**src/rtl/mem_port_arbiter.sv**
```systemverilog
// mem_port_arbiter: shares one single-port synchronous RAM between the
// instruction-fetch port (F_*) and the data-access port (M_*).
//   clk, reset             : rising-edge clock, synchronous active-high reset
//   F_Req/F_Addr           : fetch request and byte address
//   M_Req/M_Addr/M_WE/M_WData : data request, byte address, byte enables
//                            (0000 = read), write data
//   Flush                  : M-stage exception redirect, kills grants for a cycle
//   mem_addr/mem_we/mem_wdata/mem_rdata : RAM port, read data one cycle late
//   F_Gnt/F_RValid/F_RData : fetch grant and read return
//   M_Gnt/M_RValid/M_RData : data grant and read return
// Data accesses win contention, but a fetch that has lost twice in a row
// wins the third cycle so the front end cannot starve.
module mem_port_arbiter (
  input  logic        clk,
  input  logic        reset,
  input  logic        F_Req,
  input  logic [31:0] F_Addr,
  input  logic        M_Req,
  input  logic [31:0] M_Addr,
  input  logic [3:0]  M_WE,
  input  logic [31:0] M_WData,
  input  logic        Flush,
  output logic [31:0] mem_addr,
  output logic [3:0]  mem_we,
  output logic [31:0] mem_wdata,
  input  logic [31:0] mem_rdata,
  output logic        F_Gnt,
  output logic        F_RValid,
  output logic [31:0] F_RData,
  output logic        M_Gnt,
  output logic        M_RValid,
  output logic [31:0] M_RData
);

  typedef enum logic [1:0] {IDLE, F_RD, M_RD, M_WR} state_t;

  state_t     state, state_nxt;
  logic [1:0] starve, starve_nxt;
  logic       f_wins;

  always_ff @(posedge clk) begin
    if (reset) begin
      state  <= IDLE;
      starve <= 2'd0;
    end else begin
      state  <= state_nxt;
      starve <= starve_nxt;
    end
  end

  always_comb begin
    F_Gnt      = 1'b0;
    M_Gnt      = 1'b0;
    mem_addr   = 32'd0;
    mem_we     = 4'd0;
    mem_wdata  = 32'd0;
    F_RValid   = 1'b0;
    F_RData    = 32'd0;
    M_RValid   = 1'b0;
    M_RData    = 32'd0;
    state_nxt  = IDLE;
    starve_nxt = 2'd0;

    // Fetch takes the port when alone, or when it has been starved twice.
    f_wins = F_Req && (!M_Req || starve == 2'd2);

    if (!reset && !Flush) begin
      F_Gnt = f_wins;
      M_Gnt = M_Req && !f_wins;
    end

    if (F_Gnt) begin
      mem_addr  = {F_Addr[31:2], 2'b00};
      state_nxt = F_RD;
    end else if (M_Gnt) begin
      mem_addr  = {M_Addr[31:2], 2'b00};
      mem_we    = M_WE;
      mem_wdata = M_WData;
      state_nxt = (M_WE == 4'd0) ? M_RD : M_WR;
    end

    // Counts consecutive fetch losses; saturates at 2 (a third loss cannot
    // happen since starve==2 hands the port to fetch).
    if (M_Gnt && F_Req)
      starve_nxt = (starve == 2'd2) ? 2'd2 : starve + 2'd1;

    // A reset cycle drops any return from a read launched before it; Flush
    // only drops a fetch return, a load that already issued still completes.
    if (!reset) begin
      case (state)
        F_RD: if (!Flush) begin
          F_RValid = 1'b1;
          F_RData  = mem_rdata;
        end
        M_RD: begin
          M_RValid = 1'b1;
          M_RData  = mem_rdata;
        end
        default: ;
      endcase
    end
  end

endmodule

```
**config.mk**
```make
export PLATFORM = sky130hd
export DESIGN_NAME = mem_port_arbiter
export DESIGN_NICKNAME = d
export VERILOG_FILES = /design/src/rtl/mem_port_arbiter.sv
export SDC_FILE = /design/constraint.sdc
export NUM_CORES = 1
export LEC_CHECK = 0
export ABC_AREA = 1
export BUFFER_PORTS_ARGS = -buffer_cell sky130_fd_sc_hd__buf_2
export CELL_PAD_IN_SITES_DETAIL_PLACEMENT = 0
export CELL_PAD_IN_SITES_GLOBAL_PLACEMENT = 1
export CORE_AREA = 2 2 106 108
export CTS_CLUSTER_DIAMETER = 120
export DETAILED_ROUTE_END_ITERATION = 7
export DIE_AREA = 0 0 108 110
export PLACE_DENSITY = 0.85
export SLEW_MARGIN = 40
export SYNTH_ARGS = -nofsm -noshare
export SYNTH_HDL_FRONTEND = slang
export SYNTH_SLANG_ARGS = --single-unit
```
**constraint.sdc**
```tcl
create_clock -name clk -period 4.2 [get_ports clk]
set_input_delay 0.63 -clock clk [delete_from_list [all_inputs] [get_ports clk]]
set_output_delay 0.63 -clock clk [all_outputs]
set_load 0.005 [all_outputs]
```
==> flow_summary.ini <==
[status]
status = completed

[grt]
grt_overflow = 0
grt_max_degree = 65
grt_pass1_wl_um = 10400
grt_use_total = 0.109
antenna_found_initial = 1
grt_pass1_vias = 2245

[detailed_routing]
vias = 2726
dr.pass1.iters = 4
route.detailed.drc = 0
wl_um = 7480
ant_nets = 0
post_drt_wl_per_cell_um = 10.6
avgViaCountPerCell = 3.86
drtIter0Drc = 138

[floorplan]
die_area_sq_um = 11900
coreArea_sq_um = 10700
rows = 38
io_pins = 273
initial_core_util = 0.138
die_h_um = 110
die_w_um = 108

[critical_path]
cp.arrival_ns = 2.06
crit_buf_inv = 4
cp_slowest_cell = buf_4
required_ns = 3.57
startpoint = Flush
max_stage_delay_ns = 0.49
crit_path_max_fanout = 64
path_cells = buf_2 > nor2_4 > buf_4 > nand3b_1 > buf_4 > nor2_1 > buf_2
cp-start-kind = input port
path_delay_family = buffers and inverters
cp-end-kind = primary output
criticalPathCategory = input port to primary output
regToRegStartpoint = starve[0]

[logic_synthesis]
synth_edf_count = 0
yosys-top-cells-count = nor2_1 (95), inv_1 (78), nand2_1 (35)
syn_area_per_cell_sq_um = 4.61
syn_area_sq_um = 1470
synth_ff_type = dfxtp_1
synth_top_cell_by_area = nor2_1
ys_ff_latch = 4
synth_cell_types = 18
synthArstFlopShare = 0
synth_most_common_cell = nor2_1
yosysTopAreaCellShare = 0.242
yosysSeqAreaShare = 0.0544
synth_area_leaders = nor2_1 (24%), inv_1 (20%), nand4_1 (13%), nand3_1 (11%), nand2_1 (8.9%)
ys_warn_count = 0
syn_inst = 319

[flow_run]
drv_cap = 0

[clock_network]
hold_buffers = 0
clk_latency_ns = 0.22
cts_max_level = 1
cts-root-buf = clkbuf_8
cts_repair_resize_count = 0
cts_num_sinks = 4
cts_max_path_buffers = 2
cts-buffers-inserted = 3
cts.clk_slew.worst_paths_ns = 0.03
cts_setup_buffers = 0
cts_tree = yes

[timing]
worst_slack_ns = 1.51
tightest_slew_ns = 0.626
skew_ns = 0.00201
min_period_over_period = 0.640
max_freq_mhz = 372
layout_min_cycle_time_ns = 2.69
holdWs_ns = 0.404
setup-tns-final_ns = 0
slew_headroom = 0.583
rsz0062_at_grt = false
final-hold-violation-count = 0
report.final.slew_viol_count = 0
setup_viol = 0

[pwr]
p_int_uw = 182
p_total_uw = 292
p_sw_frac = 0.376
p_sw_uw = 110
p_leak_uw = 0.00226
powerDensity_nw_per_um2 = 100
seqPwrFrac = 0.137
p_clk_frac = 0.273
pwr-share-comb = 0.590
ir_worst_vdd_v = 0.0000569

[finish]
regArea_sq_um = 80.1
antennaDiodeCount = 0
layout-drive-gt1-share = 0.507
multi_input_area_sq_um = 953
fillerInstances = 1283
final_util = 0.273
final_nets = 706
syn2layout_area_growth_pct = 98.1

[worst_hold_path]
min-delay-path-class = flip-flop to flip-flop
min_from = starve[0]

[placement]
gp_congestion = 0.728
place_ws_ns = 1.48
numPortBuffers = 266
dp_hpwl_um = 6140
metal layers:
layer / GRT usage / wire length (um) / share of wire
met5: 0 / 13 / 0.0017
met1: 0.116 / 2810 / 0.38
met3: 0.0353 / 904 / 0.12
met4: 0.0110 / 19 / 0.0025
met2: 0.213 / 3740 / 0.50
stage by stage:
step,std cells,instance area (sq um)
after CTS,706,2920
after floorplan,320,1480
final,706,2920
after detailed placement,703,2870
after global routing,706,2920
after global placement,703,2870
placed cells by master (no fill, tap or decap):
master	netlist	routed
inv_2	1	1
conb_1	1	2
nor2_4	1	1
nand2_2	0	1
nor2_1	95	95
dfxtp_1	4	4
nand3b_1	1	1
nand3_1	33	33
nand2_1	35	34
nor2_2	9	9
clkbuf_8	0	3
inv_1	78	78
ha_1	1	1
buf_2	10	266
buf_4	2	5
a21oi_2	1	1
nand4_1	31	31
sequential cells by signal (all words and copies together) (netlist names):
register and cells:
starve 2, state 2
worst reg2reg max path, stage by stage (launching register included):
cell     delay [ns]
dfxtp_1        0.31
inv_1          0.04
ha_1           0.21
inv_1          0.09
nand2_2        0.35
nand3_1        0.22
nand2_1        0.06
worst paths after layout:
check                 to  slack [ns]  depth (start not counted)
max          F_RData[22]        1.51                          7
min            starve[0]        0.40                          1
max reg2reg     state[0]        2.80                          6
min reg2reg    starve[0]        0.40                          1
power groups by stage:
stage / combinational, uW / clock [uW] / sequential, uW
floorplan: 76.7 / 0 / 40.5
finish: 172 / 79.8 / 40.1
global route: 195 / 85.5 / 40.2
detailed placement: 174 / 0 / 40.6
global placement: 173 / 0 / 40.6
CTS: 175 / 82.0 / 40.1
cell type report:
cell class | count | share of cell area
Multi-Input combinational cell | 209 | 0.327
Sequential cell | 4 | 0.0275
Tap cell | 140 | 0.0601
Inverter | 79 | 0.102
Timing Repair Buffer | 271 | 0.470
Clock buffer | 3 | 0.0142
cell families after synthesis:
kind of cell,share of synthesized area
buffers and inverters,0.302
AO/OA/AOI/OAI,0.00595
AND/OR/NAND/NOR,0.627
adder cells (fa/ha/maj),0.00850
other,0.00255
flip-flops,0.0544
Power figures use the tool's default switching activity.
